$ cat src/rtl/pdp8_iot_seq_pkg.sv
// Shared encodings for the PDP-8 IOT bus sequencer: phase codes, the IOT opcode
// and the function codes of the internal (device 00) interrupt controller.
package pdp8_defs;

    typedef enum logic [3:0] {
        PH_F0   = 4'b0000,
        PH_F1   = 4'b0001,
        PH_F2   = 4'b0010,
        PH_F3   = 4'b0011,
        PH_IDLE = 4'b1000
    } phase_t;

    localparam logic [2:0] IOT_OP       = 3'o6;
    localparam logic [5:0] DEV_INTERNAL = 6'o00;

    localparam logic [2:0] FN_SKON = 3'd0;
    localparam logic [2:0] FN_ION  = 3'd1;
    localparam logic [2:0] FN_IOF  = 3'd2;

endpackage

$ cat src/rtl/pdp8_iot_seq_ion_ctl.sv
// Interrupt enable, one-instruction ION delay and the qualified interrupt request.
module pdp8_ion_ctl (
    input  logic clk,
    input  logic reset,
    input  logic int_ack,
    input  logic io_interrupt,
    input  logic busy,
    input  logic ion_on,
    input  logic ion_off,
    input  logic dly_off,
    input  logic finish,
    input  logic finish_ion,
    output logic ion,
    output logic int_req
);

    logic delay;

    // int_ack outranks any same-cycle enable coming from an ION in F1.
    always_ff @(posedge clk or negedge reset) begin
        if (!reset) begin
            ion   <= 1'b0;
            delay <= 1'b0;
        end else if (int_ack) begin
            ion   <= 1'b0;
            delay <= 1'b0;
        end else begin
            if (ion_on) begin
                ion   <= 1'b1;
                delay <= 1'b1;
            end else if (ion_off) begin
                ion <= 1'b0;
            end
            // The delay survives the ION's own completion and drops at the next one.
            if (dly_off || (finish && !finish_ion)) begin
                delay <= 1'b0;
            end
        end
    end

    assign int_req = ion & io_interrupt & ~delay & ~busy;

endmodule

$ cat src/rtl/pdp8_iot_seq.sv
// PDP-8 IOT bus sequencer: runs one I/O transfer through phases F0..F3 and
// returns the updated accumulator, skip and no-device status.
module pdp8_iot_seq
    import pdp8_defs::*;
(
    input  logic        clk,
    input  logic        reset,
    input  logic        start,
    input  logic [11:0] ir,
    input  logic [11:0] ac_in,
    input  logic        io_selected,
    input  logic        io_skip,
    input  logic        io_interrupt,
    input  logic [11:0] io_data_in,
    input  logic        io_clear_ac,
    input  logic        int_ack,
    output logic [3:0]  state,
    output logic        iot,
    output logic [5:0]  io_select,
    output logic [11:0] mb,
    output logic        busy,
    output logic        done,
    output logic        skip,
    output logic        nodev,
    output logic [11:0] ac_out,
    output logic        ion,
    output logic        int_req
);

    // Handshake: start is a one-cycle request sampled only while idle (ignored
    // when busy or for non-IOT opcodes); done is a one-cycle response with
    // ac_out/skip/nodev valid, and there is no backpressure on either side.
    phase_t      cur_state, next_state;
    logic        accept, in_f1, finish, dev_internal;
    logic [2:0]  fn;
    logic [11:0] ac_r;
    logic        skip_p, nodev_p;
    logic        ion_on, ion_off, dly_off, finish_ion;

    always_ff @(posedge clk or negedge reset) begin
        if (!reset) cur_state <= PH_IDLE;
        else        cur_state <= next_state;
    end

    always_comb begin
        next_state = cur_state;
        accept     = 1'b0;
        case (cur_state)
            PH_IDLE: begin
                if (start && ir[11:9] == IOT_OP) begin
                    next_state = PH_F0;
                    accept     = 1'b1;
                end
            end
            PH_F0:   next_state = PH_F1;
            PH_F1:   next_state = PH_F2;
            PH_F2:   next_state = PH_F3;
            PH_F3:   next_state = PH_IDLE;
            default: next_state = PH_IDLE;
        endcase
    end

    assign state        = cur_state;
    assign busy         = (cur_state != PH_IDLE);
    assign in_f1        = (cur_state == PH_F1);
    assign finish       = (cur_state == PH_F3);
    assign iot          = in_f1;
    assign io_select    = busy ? mb[8:3] : 6'o00;
    assign dev_internal = (mb[8:3] == DEV_INTERNAL);
    assign fn           = mb[2:0];

    assign ion_on     = in_f1 & dev_internal & (fn == FN_ION);
    assign ion_off    = in_f1 & dev_internal & ((fn == FN_SKON) | (fn == FN_IOF));
    assign dly_off    = in_f1 & dev_internal & (fn == FN_IOF);
    assign finish_ion = dev_internal & (fn == FN_ION);

    // Working results build up in F1 and only become visible at done.
    always_ff @(posedge clk or negedge reset) begin
        if (!reset) begin
            mb      <= '0;
            ac_r    <= '0;
            skip_p  <= 1'b0;
            nodev_p <= 1'b0;
            done    <= 1'b0;
            skip    <= 1'b0;
            nodev   <= 1'b0;
            ac_out  <= '0;
        end else begin
            done <= finish;
            if (accept) begin
                mb      <= ir;
                ac_r    <= ac_in;
                skip_p  <= 1'b0;
                nodev_p <= 1'b0;
                skip    <= 1'b0;
                nodev   <= 1'b0;
            end
            if (in_f1) begin
                if (dev_internal) begin
                    if (fn == FN_SKON) skip_p <= ion;
                end else if (io_selected) begin
                    skip_p <= io_skip;
                    ac_r   <= (io_clear_ac ? 12'o0000 : ac_r) | io_data_in;
                end else begin
                    nodev_p <= 1'b1;
                end
            end
            if (finish) begin
                skip   <= skip_p;
                nodev  <= nodev_p;
                ac_out <= ac_r;
            end
        end
    end

    pdp8_ion_ctl u_ion_ctl (
        .clk          (clk),
        .reset        (reset),
        .int_ack      (int_ack),
        .io_interrupt (io_interrupt),
        .busy         (busy),
        .ion_on       (ion_on),
        .ion_off      (ion_off),
        .dly_off      (dly_off),
        .finish       (finish),
        .finish_ion   (finish_ion),
        .ion          (ion),
        .int_req      (int_req)
    );

endmodule

$ cat config.mk
export PLATFORM = sky130hd
export DESIGN_NAME = pdp8_iot_seq
export DESIGN_NICKNAME = d
export VERILOG_FILES = /design/src/rtl/pdp8_iot_seq_pkg.sv /design/src/rtl/pdp8_iot_seq_ion_ctl.sv /design/src/rtl/pdp8_iot_seq.sv
export SDC_FILE = /design/constraint.sdc
export NUM_CORES = 1
export LEC_CHECK = 0
export ABC_CLOCK_PERIOD_IN_PS = 2580
export CAP_MARGIN = 40
export CORE_ASPECT_RATIO = 1.25
export CORE_MARGIN = 3
export CORE_UTILIZATION = 42
export DETAILED_ROUTE_END_ITERATION = 7
export PLACE_DENSITY_LB_ADDON = 0.05
export SYNTH_ARGS = -nofsm -noshare
export SYNTH_HDL_FRONTEND = slang
export SYNTH_HIERARCHICAL = 1
export SYNTH_SLANG_ARGS = --single-unit
$ cat constraint.sdc
create_clock -name clk -period 2.58 [get_ports clk]
set_clock_uncertainty 0.1 [all_clocks]
set_input_delay 0.258 -clock clk [delete_from_list [all_inputs] [get_ports clk]]
set_output_delay 0.258 -clock clk [all_outputs]
set_load 0.02 [all_outputs]
; Yosys cells after proc, flatten, opt, wreduce, memory -nomap -nowiden
; Index checks and enable logic that the tools add are counted.
[word_totals]
register_bits = 47
input_bits = 44
output_inout_bits = 41
word_cells = 70
[classes]
n_eq_ne = 9
muxes = 28
bitwise_logic = 12
n_reduce_logical = 10
[op_table]
columns = cell, count
row1 = two-way mux 12 bit, 5
row2 = two-way mux 1 bit, 20
row3 = one-hot mux 4 bit (4 select lines), 1
row4 = bitwise OR 12 bit, 1
row5 = AND 1 bit, 8
row6 = "equality test 4 x 2 -> 1 bit, second input constant", 2
row7 = logical NOT 6 bit, 1
row8 = two-way mux 6 bit, 1
row9 = nonzero test 3 bit, 2
row10 = "equality test 4 x 1 -> 1 bit, second input constant", 1
row11 = "equality test 4 bit, second input constant", 1
row12 = logical NOT 4 bit, 1
row13 = two-way mux 4 bit, 1
row14 = "inequality test 4 bit, second input constant", 1
row15 = "equality test 3 x 1 -> 1 bit, second input constant", 1
row16 = "equality test 3 x 2 -> 1 bit, second input constant", 1
row17 = "equality test 3 bit, second input constant", 1
row18 = logical NOT 3 bit, 1
row19 = logical AND 1 bit, 2
row20 = "inequality test 2 bit, second input constant", 1
row21 = NOT 1 bit, 2
row22 = nonzero test 2 bit, 1
row23 = logical NOT 1 bit, 1
row24 = logical OR 1 bit, 1
row25 = bitwise OR 1 bit, 1

; Longest topological paths before layout
; Gate-level depths: netlist of run 1.
[logic_depth]
ltp_word = 8
ltp_mapped = 8
ltp_nobuf = 6

; Cells and area by module
; The synthesis of run 1 kept the hierarchy.
[by_module_without_submodules]
columns = module, n_inst, cells_each, area_each_um2, seq_area_each_um2
row1 = pdp8_iot_seq, 1, 173, 1939.4, 1102.3
row2 = pdp8_ion_ctl, 1, 10, 96.3, 50.0

; Least setup slack after synthesis of run 1
; No wires, ideal clock.
[synth_timing]
path_type = reg2out
start = register cur_state[3], in the netlist state[3]
end = output port int_req
arrival_ns = 1.755
required_ns = 2.222
setup_slack_ns = 0.467
stages_incl_launch_ff = 4
n_path_buf = 0
cell_sequence = dfstp_2 nor3b_2 inv_1 nor3_1
[synth_between]
elab_chain_cells = 3
[synth_rtl]
columns = item, line
row1 = from (decl), pdp8_iot_seq.sv:33  ; phase_t cur_state, next_state;
row2 = from (signal assigned), pdp8_iot_seq.sv:42  ; else cur_state <= next_state;
row3 = inequality test 4 bit, pdp8_iot_seq.sv:64  ; assign busy = (cur_state != PH_IDLE);
row4 = via busy, pdp8_iot_seq.sv:21  ; output logic busy,
row5 = NOT 1 bit, pdp8_iot_seq_ion_ctl.sv:41  ; assign int_req = ion & io_interrupt & ~delay & ~busy;
row6 = AND 1 bit, pdp8_iot_seq_ion_ctl.sv:41
row7 = to (decl), pdp8_iot_seq.sv:27  ; output logic int_req
; The timed path passes the listed nets, and every way through them passes these cells.

; Final worst setup path of run 1
[layout_timing]
start = register cur_state[3], in the netlist state[3]
end = output port int_req
[layout_between]
elab_chain_cells = 3
[layout_rtl]
columns = item, line
row1 = inequality test 4 bit, pdp8_iot_seq.sv:64
row2 = NOT 1 bit, pdp8_iot_seq_ion_ctl.sv:41
row3 = AND 1 bit, pdp8_iot_seq_ion_ctl.sv:41
; Every way passes these cells.

==> results of run 1 <==
[metrics by stage]
step	utilization	cells	hold slack [ns]	power (mW)
floorplan	-	183	-0.1376	2.176
global placement	0.6410	319	-0.03973	2.956
detailed placement	0.6410	319	-0.03703	2.982
CTS	0.6606	327	0.1761	3.409
global route	0.6606	327	0.1713	3.594
finish	0.6606	327	0.1866	3.357
[cells in the mapped netlist (all sizes together)]
library cell  number  area (um2)
dfrtp             45        1126
nand2             44       165.2
a21o              12       90.09
a22o              12       105.1
mux2               9       101.4
buf                8       62.56
nor2b              8       50.05
inv                6       22.52
a21oi              5       28.78
nor2               5       18.77
and2               4       25.03
nand2b             3       18.77
clkbuf             2       7.510
nor4               2       27.53
nor4b              2       17.52
o21ai              2       10.01
a2111oi            1       15.01
a211oi             1       20.02
a32o               1       10.01
and4b              1       10.01
conb               1       3.750
dfstp              1       26.28
nand4              1       6.260
nor3               1       5.000
nor3b              1       12.51
o311ai             1       16.27
or2                1       6.260
or3b               1       11.26
or4                1       7.510
xnor2              1       8.760
[critical path, stage by stage, from the launching register on]
cell	delay (ns)
dfstp_2	0.59
nor3b_2	0.27
inv_1	0.09
nor3_1	0.18
clkdlybuf4s50_1	0.62
[cell families (layout without fill, tap and decap cells)]
family          Yosys count  after routing  synth area share
other cells               1              1          0.001842
simple gates             75             75            0.1875
flops                    46             46            0.5661
mux                       9              9           0.04979
xor+xnor                  1              1          0.004303
buf+inv                  16            102           0.04548
compound gates           35             35            0.1451
[power by group through the flow]
stage	sequential, mW	combinational, mW	clock (mW)
after floorplan	1.55	0.629	0
after global placement	1.32	1.63	0
after detailed placement	1.34	1.64	0
after CTS	1.33	1.65	0.430
after global routing	1.38	1.75	0.467
final	1.32	1.62	0.408
[repair_timing]
action,4_1_cts,5_1_grt
gates resized for setup,0,0
endpoints found under the hold margin,3,0
hold buffers,1,0
[how the worst min path moves through the flow]
stage                from                      to  slack, ns
finish              reset  ac_out[11]$_DFFE_PN0P_       0.19
CTS                 reset   ac_out[3]$_DFFE_PN0P_       0.18
global route        reset  ac_out[11]$_DFFE_PN0P_       0.17
floorplan           reset   ac_out[0]$_DFFE_PN0P_      -0.14
global placement    reset  ac_out[11]$_DFFE_PN0P_      -0.04
detailed placement  reset   ac_out[3]$_DFFE_PN0P_      -0.04
[layer usage]
layer	share of wire	vias to the layer above	GRT usage
met1	0.41	787	0.2338
met4	0.017	0	0.07052
met5	0	-	0
li1	-	784	-
met2	0.51	58	0.3237
met3	0.061	7	0.04987
[flip-flops by register name (all words and copies together) (netlist names)]
register         count
u_ion_ctl/delay      1
u_ion_ctl/ion        1
done                 1
skip                 1
state                3
skip_p               1
ac_r                12
nodev                1
mb                  12
nodev_p              1
ac_out              12
[final cells by class]
type / instances / area, um2
Tap cell: 58 / 72.57
Inverter: 6 / 22.52
Multi-Input combinational cell: 121 / 790.8
Fill cell: 402 / 1536
Clock buffer: 5 / 68.82
Sequential cell: 46 / 1152
Clock inverter: 2 / 10.01
Timing Repair Buffer: 89 / 873.3
[cells in the final DEF, fill, tap and decap left out]
cell type        synthesis  final
a2111oi_2                1      1
a211oi_4                 1      1
a21o_1                  12     12
a21oi_1                  4      4
a21oi_2                  1      1
a22o_1                  12     12
a32o_1                   1      1
and2_0                   1      1
and2_1                   3      3
and4b_1                  1      1
buf_2                    2      1
buf_4                    4      5
clkbuf_8                 0      5
clkdlybuf4s50_1          0     82
clkinv_2                 0      2
conb_1                   1      1
dfrtp_1                 45     45
dfstp_2                  1      1
dlygate4sd3_1            0      1
inv_1                    6      6
mux2_1                   2      2
mux2_2                   7      7
nand2_1                 44     44
nand2b_1                 3      3
nand4_1                  1      1
nor2_1                   5      5
nor2b_1                  8      8
nor3_1                   1      1
nor3b_2                  1      1
nor4_1                   1      1
nor4_4                   1      1
nor4b_1                  2      2
o21ai_0                  2      2
o311ai_2                 1      1
or2_2                    1      1
or3b_4                   1      1
or4_1                    1      1
xnor2_1                  1      1
==> out/metrics.yaml, run 1 <==
rsz0062_at_grt: "no"
ctsLongestPathBuffers: 2
grt-ovfl-total: 0
grt_start_max_net_pins: 44
path_clk_slew_ns: 0.08
crit_type: "reg -> out"
pwr-share-seq: 0.394
nNetsFinal: 313
r2r_setup_slack_ns: 0.48
critPathRequiredTime_ns: 2.22
grt_pass1_vias: 1729
dr.pass1.iters: 4
antenna_cells: 0
dieArea_um2: 5723
maxCapViolCount: 0
drt-initial-drc-count: 49
post_dp_cell_area_um2: 2902
final_area_um2: 2990
crit_fanout: 7
p_sw_frac: 0.3814
r2r_end: "u_ion_ctl/delay$_DFFE_PN0P_"
synth-seq-cells: 46
detail-route-antenna-nets: 0
area_delta_synth_final_pct: 46.90
synth_fp_nets: 227
cts.sinks: 46
grt_pass1_wl_mm: 8.259
avgSynthCellArea_um2: 11.12
peakVddDrop_uv: 640.4
p_comb_frac: 0.484
p_sw_mw: 1.280
netlist_instances: 183
reg2regPathDepth: 6
cts_max_level: 2
antenna_found_initial: 0
start_kind: "flop"
drc: 0
io_pins: 85
cts_buffers: 5
slew_headroom: 0.6147
synth_cell_types: 36
worstHoldPathType: "in -> async"
cp-endpoint: "int_req"
clkLatencyLatePin_ns: 0.29
r2r-start: "mb[4]$_DFFE_PN0P_"
die_width_um: 68.27
period_minus_slack_ns: 2.405
p_per_area_nw_per_um2: 1123
clkPwrFrac: 0.122
hold_violations: 0
drive_above_1_share: 0.1078
crit_arrival_ns: 2.05
fmax_mhz: 415.7
start_util: 0.4497
dp_worst_setup_slack_ns: 0.4543
core_region_area_um2: 4527
crit_path_start: "state[3]$_DFFE_PN1P_"
p_leak_nw: 1.366
setup_viol: 0
wl_per_cell_um: 15.00
root_buffer: "clkbuf_8"
die_h_um: 83.84
fin_crit_sh: 0.9323
worst_slack_ns: 0.1747
status: "complete, no violations"
tns_ns: 0
grt_use_total: 0.1938
cts_setup_buffers: 0
hpwl_mm: 3.647
gp_congestion: 0.7159
num_vias: 1636
routed_wirelength_mm: 4.904
p_int_mw: 2.077
ys_warn_count: 6
drv_slew: 0
port_buffers: 83
tightest_slew_ns: 0.5780
viasPerCell: 5.003
critPathCaptureType: "output port"
fp-row-count: 27
ys_seq_area_frac: 0.5661
cts_tree: "done"
synth_area_um2: 2036
Power figures use the tool's default switching activity.
==> run 2, diff against run 1 <==
- MAX_ROUTING_LAYER: not set -> met4
- SLEW_MARGIN: not set -> 20
==> out/metrics.yaml, run 2 (synthesis results as in run 1) <==
status: "complete, no violations"
fmax_mhz: 415.6
cp-endpoint: "int_req"
grt-ovfl-total: 0
cts_max_level: 2
p_per_area_nw_per_um2: 1123
start_kind: "flop"
viasPerCell: 5.052
clkLatencyLatePin_ns: 0.29
maxCapViolCount: 0
clkPwrFrac: 0.122
grt_use_total: 0.1990
path_clk_slew_ns: 0.08
dieArea_um2: 5723
detail-route-antenna-nets: 0
grt_pass1_vias: 1740
fp-row-count: 27
rsz0062_at_grt: "no"
wl_per_cell_um: 15.01
crit_type: "reg -> out"
ctsLongestPathBuffers: 2
antenna_cells: 0
cts-hold-fix-buffers: 1
setup_viol: 0
critPathRequiredTime_ns: 2.22
worst_slack_ns: 0.1736
r2r_end: "u_ion_ctl/delay$_DFFE_PN0P_"
p_leak_nw: 1.366
p_int_mw: 2.077
p_comb_frac: 0.484
wl_met1_mm: 2.052
fin_crit_sh: 0.9327
dr.pass1.iters: 4
routed_wirelength_mm: 4.907
hold_violations: 0
fin_cells: 327
tns_ns: 0
hpwl_mm: 3.647
cts_resized: 0
p_sw_frac: 0.3815
tightest_slew_ns: 0.5851
crit_arrival_ns: 2.05
final_common_cell: "clkdlybuf4s50_1"
crit_path_start: "state[3]$_DFFE_PN1P_"
slew_headroom: 0.6100
antenna_found_initial: 0
port_buffers: 83
p_sw_mw: 1.281
r2r-start: "mb[4]$_DFFE_PN0P_"
wl_met3_um: 289
die_h_um: 83.84
top_regs: "ac_out: 12 flops, ac_r: 12 flops, mb: 12 flops"
root_buffer: "clkbuf_8"
dp.cells: 319
final_cell_mix: "82 x clkdlybuf4s50_1, 45 x dfrtp_1, 44 x nand2_1"
cts_tree: "done"
area_delta_synth_final_pct: 46.90
gp_congestion: 0.7242
crit_fanout: 7
grt_start_max_net_pins: 44
period_minus_slack_ns: 2.406
nNetsFinal: 313
reg2regPathDepth: 6
route.met2.wl_mm: 2.483
drc: 0
start_util: 0.4497
die_width_um: 68.27
drt-initial-drc-count: 61
grt_pass1_wl_mm: 8.224
drv_slew: 0
critPathCaptureType: "output port"
r2r_setup_slack_ns: 0.49
core_region_area_um2: 4527
route.top_layer_used: "met4"
cts_buffers: 5
cts_setup_buffers: 0
peakVddDrop_uv: 642.1
dp_worst_setup_slack_ns: 0.4543
cts.sinks: 46
num_vias: 1652
drive_above_1_share: 0.1078
worstHoldPathType: "in -> async"
pwr-share-seq: 0.394
io_pins: 85
[run 2: cell counts in the layout (fill, tap and decap cells not counted)]
Identical to the previous run, type by type.
[run 2: layout make-up]
cell class              instances  area [um2]
clock inverters                 2       10.01
repair buffers                 89       873.3
clock buffers                   5       68.82
well taps                      58       72.57
flip-flops and latches         46        1152
multi-input cells             121       790.8
fillers                       402        1536
inverters                       6       22.52
[run 2: metal layers]
metal | global-route usage | vias up
met5 | - | -
met4 | 0.07052 | 0
met3 | 0.04313 | 7
met2 | 0.3237 | 62
met1 | 0.2382 | 799
li1 | - | 784
[run 2: worst min path at each step]
| stage | startpoint | end | slack [ns] | depth (start not counted) |
|---|---|---|---|---|
| floorplan | reset | ac_out[0]$_DFFE_PN0P_ | -0.14 | 0 |
| global placement | reset | ac_out[11]$_DFFE_PN0P_ | -0.04 | 1 |
| detailed placement | reset | ac_out[3]$_DFFE_PN0P_ | -0.04 | 1 |
| CTS | reset | ac_out[3]$_DFFE_PN0P_ | 0.18 | 2 |
| global route | reset | ac_out[11]$_DFFE_PN0P_ | 0.17 | 2 |
| finish | reset | ac_out[11]$_DFFE_PN0P_ | 0.19 | 2 |
[run 2: power groups by stage]
stage	clock network [mW]	registers [mW]	logic, mW
floorplan	0	1.55	0.629
global placement	0	1.32	1.63
detailed placement	0	1.34	1.64
CTS	0.430	1.33	1.65
global route	0.465	1.38	1.75
finish	0.408	1.32	1.63
[run 2: critical path, stage by stage (launching register included)]
cell and delay (ns):
dfstp_2 0.59, nor3b_2 0.27, inv_1 0.09, nor3_1 0.18, clkdlybuf4s50_1 0.62
[run 2: stage by stage]
| step | hold WS [ns] | cell area [um2] | utilization | total power [mW] |
|---|---|---|---|---|
| after floorplan | -0.1376 | 2036 | - | 2.176 |
| after global placement | -0.03973 | 2902 | 0.6410 | 2.956 |
| after detailed placement | -0.03703 | 2902 | 0.6410 | 2.982 |
| after CTS | 0.1761 | 2990 | 0.6606 | 3.409 |
| after global routing | 0.1733 | 2990 | 0.6606 | 3.592 |
| final | 0.1873 | 2990 | 0.6606 | 3.357 |
